File: config.mk
export PLATFORM = sky130hd
export DESIGN_NAME = alu_modport
export DESIGN_NICKNAME = d
export VERILOG_FILES = /design/src/rtl/alu_pkg.sv /design/src/rtl/alu_modport_core.sv /design/src/rtl/alu_modport.sv
export SDC_FILE = /design/constraint.sdc
export NUM_CORES = 1
export LEC_CHECK = 0
export CELL_PAD_IN_SITES_DETAIL_PLACEMENT = 1
export CELL_PAD_IN_SITES_GLOBAL_PLACEMENT = 1
export CORE_UTILIZATION = 40
export DETAILED_ROUTE_END_ITERATION = 10
export GPL_ROUTABILITY_DRIVEN = 0
export GPL_TIMING_DRIVEN = 0
export PLACE_DENSITY_LB_ADDON = 0.15
export SLEW_MARGIN = 30
export SYNTH_ARGS = -nofsm -noshare
export SYNTH_HDL_FRONTEND = slang
export SYNTH_SLANG_ARGS = --single-unit
File: constraint.sdc
create_clock -name clk -period 29.3 [get_ports clk]
set_input_delay 2.93 -clock clk [delete_from_list [all_inputs] [get_ports clk]]
set_output_delay 2.93 -clock clk [all_outputs]
set_load 0.02 [all_outputs]
File: src/rtl/alu_pkg.sv
// Shared ALU definitions: opcode encoding, datapath widths and the
// divide-by-zero result.
package alu_pkg;

    localparam int OPERAND_W = 8;
    localparam int RESULT_W  = 16;

    localparam logic [RESULT_W-1:0] DIV_BY_ZERO_RESULT = 16'hFFFF;

    typedef enum logic [3:0] {
        OP_ADD  = 4'd0,
        OP_SUB  = 4'd1,
        OP_MUL  = 4'd2,
        OP_DIV  = 4'd3,
        OP_MOD  = 4'd4,
        OP_AND  = 4'd5,
        OP_OR   = 4'd6,
        OP_XOR  = 4'd7,
        OP_NAND = 4'd8,
        OP_NOR  = 4'd9,
        OP_XNOR = 4'd10,
        OP_SHL  = 4'd11,
        OP_SHR  = 4'd12,
        OP_ROL  = 4'd13,
        OP_CMP  = 4'd14,
        OP_INC  = 4'd15
    } alu_op_e;

endpackage

File: src/rtl/alu_modport_core.sv
// Combinational ALU datapath: maps operands and opcode to the next 16-bit
// result. Operands are unsigned and zero-extended; results wrap mod 2^16.
module alu_modport_core
    import alu_pkg::*;
(
    input  logic [OPERAND_W-1:0] a,
    input  logic [OPERAND_W-1:0] b,
    input  logic [3:0]           s,
    output logic [RESULT_W-1:0]  result
);

    alu_op_e             op;
    logic [RESULT_W-1:0] a_ext;
    logic [RESULT_W-1:0] b_ext;
    logic [RESULT_W-1:0] rol_wide;
    logic                b_zero;

    assign op     = alu_op_e'(s);
    assign a_ext  = {8'h00, a};
    assign b_ext  = {8'h00, b};
    assign b_zero = (b == 8'h00);

    // Shifting the doubled operand left puts the rotated byte in the top half.
    assign rol_wide = {a, a} << b[2:0];

    always_comb begin
        result = '0;
        case (op)
            OP_ADD:  result = a_ext + b_ext;
            OP_SUB:  result = a_ext - b_ext;
            OP_MUL:  result = a_ext * b_ext;
            OP_DIV:  result = b_zero ? DIV_BY_ZERO_RESULT : a_ext / b_ext;
            OP_MOD:  result = b_zero ? a_ext : a_ext % b_ext;
            OP_AND:  result = {8'h00, a & b};
            OP_OR:   result = {8'h00, a | b};
            OP_XOR:  result = {8'h00, a ^ b};
            OP_NAND: result = {8'h00, ~(a & b)};
            OP_NOR:  result = {8'h00, ~(a | b)};
            OP_XNOR: result = {8'h00, ~(a ^ b)};
            OP_SHL:  result = {7'd0, a, 1'b0};
            OP_SHR:  result = {9'd0, a[7:1]};
            OP_ROL:  result = {8'h00, rol_wide[15:8]};
            OP_CMP:  result = {13'd0, (a < b), (a > b), (a == b)};
            OP_INC:  result = a_ext + 16'd1;
            default: result = '0;
        endcase
    end

endmodule

File: src/rtl/alu_modport.sv
// Registered ALU: one rising-edge latency from (a, b, s) to out, cleared by
// a synchronous active-high reset. out is driven only by the register.
module alu_modport
    import alu_pkg::*;
(
    input  logic                 clk,
    input  logic                 rst,
    input  logic [OPERAND_W-1:0] a,
    input  logic [OPERAND_W-1:0] b,
    input  logic [3:0]           s,
    output logic [RESULT_W-1:0]  out
);

    logic [RESULT_W-1:0] next_result;

    alu_modport_core u_core (
        .a      (a),
        .b      (b),
        .s      (s),
        .result (next_result)
    );

    always_ff @(posedge clk) begin
        if (rst) begin
            out <= '0;
        end else begin
            out <= next_result;
        end
    end

endmodule

# Word-level counts from Yosys, hierarchy flattened
# Cells that the tools add are included.
[word_totals]
out_inout_bits = 16
in_bits = 22
register_bits = 16
word_cells = 37
[classes]
n_reduce_logical = 2
div_mod_pow = 2
n_mux = 3
add_sub_neg = 3
shift = 1
mul = 1
eq_ne = 16
magnitude_cmp = 2
bitwise_logic = 6
[ops]
columns = ["op", "count"]
rows = [
  ["case mux 16 bit (16 select lines)", 1],
  ["equality test 4 bit (second input constant)", 8],
  ["two-way mux 16 bit", 2],
  ["NOT 8 bit", 3],
  ["divider 8 x 8 -> 16 bit", 1],
  ["equality test 4 x 3 -> 1 bit (second input constant)", 4],
  ["remainder unit 8 x 8 -> 16 bit", 1],
  ["multiplier 8 x 8 -> 16 bit", 1],
  ["<< shifter 16 x 3 -> 16 bit", 1],
  ["adder 8 x 1 -> 9 bit (second input constant)", 1],
  ["adder 8 x 8 -> 9 bit", 1],
  ["subtractor 8 x 8 -> 9 bit", 1],
  ["AND 8 bit", 1],
  ["equality test 4 x 2 -> 1 bit (second input constant)", 2],
  ["equality test 8 bit", 1],
  ["> comparator 8 bit", 1],
  ["zero test 8 bit", 1],
  ["< comparator 8 bit", 1],
  ["OR 8 bit", 1],
  ["XOR 8 bit", 1],
  ["equality test 4 x 1 -> 1 bit (second input constant)", 1],
  ["zero test 4 bit", 1],
]

# Logic depth before layout (Yosys ltp)
[logic_depth]
ltp_word = 3
ltp_mapped = 152
depth_no_buf = 140

# Cells and area by module
# Synthesis repeated with hierarchy kept, for this count alone.
[hier_totals]
cells_unflattened = 1498
area_unflattened_um2 = 10931.7
[by_module_without_submodules]
columns = ["module", "instances", "cells_each", "seq_area_each_um2", "area_per_inst_um2"]
rows = [
  ["alu_modport_core", 1, 1465, 0.0, 10467.5],
  ["alu_modport", 1, 33, 320.3, 464.2],
]

# Least setup slack after synthesis
# No wires, ideal clock.
[synth_path]
path_type = "in2reg"
start = "input b[0]"
end = "register out[6]"
cell_stages = 136
n_path_buf = 9
t_required_ns = 29.214
arrival_ns = 31.088
setup_ns = 0.086
path_slack_ns = -1.875
path_cell_list = "inv_1 ha_1 o21a_1 o211a_1 mux2_2 ha_1 or3_1 nand4_1 nand3_1 ha_1 o21a_1 o22ai_1 or4_4 nand2_1 ha_1 o21a_1 o221ai_4 and2_1 (+100 left out) nand2b_1 a21o_1 nor4_4 clkbuf_1 mux2i_1 fa_1 a21o_1 a21o_1 a21o_1 a21oi_1 nor2b_1 o21ai_0 nand2b_1 nor4_1 buf_2 a311oi_1 a211o_1 a221oi_2"
[synth_via]
elab_chain_len = 3
elab_cells_between_ends = 10
classes_between = "2 x add/sub; 1 x mul; 2 x div; 1 x shift; 3 x mux; 1 x reduce/logical"
[synth_rtl]
columns = ["element", "line_no", "text"]
rows = [
  ["start: declaration", "alu_modport.sv:9", "input logic [OPERAND_W-1:0] b,"],
  ["remainder unit 8 x 8 -> 16 bit (tied with other cells)", "alu_modport_core.sv:33", "OP_MOD: result = b_zero ? a_ext : a_ext % b_ext;"],
  ["two-way mux 16 bit (on tied branches)", "alu_modport_core.sv:33, alu_modport_core.sv:32", ""],
  ["case mux 16 bit (16 select lines) (*)", "alu_modport_core.sv:28", "case (op)"],
  ["end signal: assignment", "alu_modport.sv:27", "out <= next_result;"],
  ["end: declaration", "alu_modport.sv:11", "output logic [RESULT_W-1:0] out"],
]
# Mark *: on every way between the ends. The rest lies on a longest branch, timed or not.
# A chain may end at the register's enable or synchronous reset.

# Worst setup path in the final report
# Ends and elaborated chain as after synthesis.

==> results.py <==
metrics = {
    "worst_hold_path": {
        "hold_path.class": "primary input to register",
    },
    "synth": {
        "synth_top_area_share_pct": 19.6,
        "synth-simple-area-share_pct": 20.9,
        "syn_area_um2": 10800,
        "synth_cells": 1435,
        "synth_cell_type_count": 105,
        "synthFlopType": "dfxtp_1",
        "postSynthAreaPerCell_um2": 7.55,
        "yosysWarnings": 0,
        "yosysTopAreaCell": "ha_1",
        "synth-edff-count": 0,
        "synthAdderAreaFrac_pct": 26.9,
        "ys_ff_latch": 16,
        "synthMuxAreaShare_pct": 7.42,
        "ys_seq_area_share_pct": 2.96,
        "synth_compound_area_share_pct": 29.7,
        "synth_top_family_by_area": "compound AO/OA/AOI/OAI gates",
        "synth.area.top_cells": "ha_1 20%, fa_1 7.2%, nor2_1 5.1%",
        "async_flop_share_pct": 0,
        "synthXorXnorAreaFrac_pct": 6.30,
    },
    "global_routing": {
        "grt_overflow_total": 0,
        "grtUsageMet1_pct": 41.4,
        "grt_max_degree": 28,
        "antenna_found_initial": 0,
        "grt_usage_pct": 33.9,
        "grt_pass1_wl_um": 75300,
        "use_met3_pct": 2.92,
        "top_usage_layer": "met2",
        "grtUsageMet2_pct": 60.4,
        "grt_pass1_vias": 13500,
    },
    "final_layout": {
        "n_fill_cell": 3161,
        "layout-drive-gt1-share_pct": 29.6,
        "top_register": "out",
        "final_nets": 1961,
        "final_common_cell": "buf_4",
        "syn2layout_area_growth_pct": 37.4,
        "largest_registers": "out x16",
        "design_area_um2": 14900,
        "mostFrequentLayoutCells": "237 x buf_4, 140 x ha_1, 130 x nor2_1",
        "n_antenna_cell": 0,
        "largest_reg_flops": 16,
    },
    "clock_network": {
        "clk_path_buf_depth": 2,
        "cts-root-buf": "clkbuf_16",
        "postCtsHoldBufs": 0,
        "cts_tree": "yes",
        "cts.sinks": 16,
        "cts.clk_slew.worst_paths_ns": 0.05,
        "cts_made_buffers": 3,
        "htreeDepth": 1,
    },
    "worst_setup_path": {
        "slowest_delay_ns": 0.53,
        "critPathTopFamily": "compound AO/OA/AOI/OAI gates",
        "worst-setup-path-type": "primary input to register",
        "worst_setup_path_start_kind": "primary input",
        "crit_slowest_cell": "or4_4",
        "cp_max_fo": 8,
        "critPathCaptureType": "register",
        "critPathArrivalTime_ns": 30.97,
        "crit_top_cell": "o21a_1",
        "cp_num_buf_inv": 13,
        "critical_path_required_ns": 29.43,
    },
    "placement": {
        "hpwl_um": 32000,
        "port_buffers": 35,
        "dpl-instance-area_um2": 11900,
    },
    "timing": {
        "post-route-period-util_pct": 105,
        "slew_headroom_pct": 34.5,
        "rsz0062_at_grt": "yes",
        "finalMaxSlewViolations": 0,
        "max_freq_ghz": 0.0324,
        "setup_viol": 16,
        "hold_violations": 0,
        "worst_pin_slew_ns": 0.983,
        "period_needed_ns": 30.85,
        "worst_slack_ns": -1.55,
    },
    "die": {
        "start_util_pct": 41.2,
        "die_width_um": 167,
        "core_area_um2": 26300,
        "dieArea_um2": 27700,
        "fp.dieH_um": 167,
        "ios": 38,
        "rows": 59,
    },
    "routing": {
        "drt-pass1-iter-count": 8,
        "drt-total-wl_um": 54400,
        "ant_nets": 0,
        "via_count": 13600,
        "drc_errors": 4,
        "first_iter_violations": 1084,
        "routedWlPerCell_um": 26.3,
        "viasPerCell": 6.57,
    },
    "run": {
        "maxCapViolCount": 0,
    },
    "outcome": {
        "violations": "DRC, setup timing",
        "outcome": "finished, violations left",
    },
}
[final cells by class]
type / instances / area [um^2] / share of cell area, %
plain buffers: 53 / 334 / 2.25
clock buffers: 3 / 75.1 / 0.505
inverters: 104 / 418 / 2.81
multi-input cells: 1268 / 11000 / 74.1
flip-flops and latches: 16 / 320 / 2.15
well taps: 335 / 419 / 2.82
repair buffers: 283 / 2270 / 15.3
repair inverters: 1 / 5.00 / 0.0336
[layer usage]
| metal | part of all wire [%] | wire [um] |
|---|---|---|
| met5 | 0 | 0 |
| met3 | 6.3 | 3430 |
| met2 | 48 | 25900 |
| met4 | 6.6 | 3610 |
| met1 | 39 | 21400 |
[through the flow]
stage | setup WS [ns] | cells | hold slack, ns | util [%] | setup TNS, ns
CTS | 0.00820 | 2005 | 3.47 | 53.6 | 0
global route | -2.57 | 2063 | 3.49 | 56.6 | -39.40
finish | -1.55 | 2063 | 3.47 | 56.6 | -22.38
detailed placement | -5.78 | 1812 | 3.73 | 45.3 | -89.38
floorplan | 0.0265 | 1442 | 3.13 | - | 0
global placement | -5.29 | 1812 | 3.73 | 45.3 | -81.62
[final timing paths]
| kind | startpoint | endpoint | slack [ns] | cells after the start |
|---|---|---|---|---|
| max | b[0] | out[6] | -1.55 | 142 |
| min | b[1] | out[1] | 3.47 | 5 |
[cell families after synthesis]
group,Yosys count
flip-flops,16
other,1
AO/OA/AOI/OAI,445
adder cells (fa/ha/maj),209
XOR/XNOR,77
multiplexers,68
buffers and inverters,158
AND/OR/NAND/NOR,461
[Yosys cell counts (5+ instances only)]
master and instances:
buf_2 7, nor3_1 65, o221ai_1 9, nand4_1 17, nand3_1 22, xnor2_1 45, mux2i_1 27, or4_1 6
mux2_2 30, a31oi_1 16, clkbuf_1 37, and2_1 15, o22ai_1 20, o211a_1 5, a21o_1 37, or3_1 14
o31a_1 5, or2_2 10, nor4_1 7, nand2b_1 11, a21oi_1 100, nor2b_1 11, o21bai_1 14, o21ai_1 13
a22o_1 9, o21ai_0 57, a221oi_1 10, fa_1 39, o31ai_1 15, a211oi_1 12, o211ai_1 20, o21a_1 37
a22oi_1 5, ha_1 170, nor2_1 146, dfxtp_1 16, nand2_1 108, inv_1 98, xor2_1 31
[worst min-delay path, cell delays in order]
cell and delay [ns]:
buf_8 0.13, inv_16 0.15, fa_2 0.23, mux2i_1 0.08, o21ai_1 0.12
[what timing repair did]
item / in CTS / in global routing
setup endpoints to repair: 16 / 16
cloned: 2 / 0
setup buffers: 191 / 63
gates resized for setup: 149 / 72
pin swaps: 103 / 125
Power is left out: the tool's default activity adds up to more than one toggle a clock period on the data nets, which glitch-free logic cannot reach.
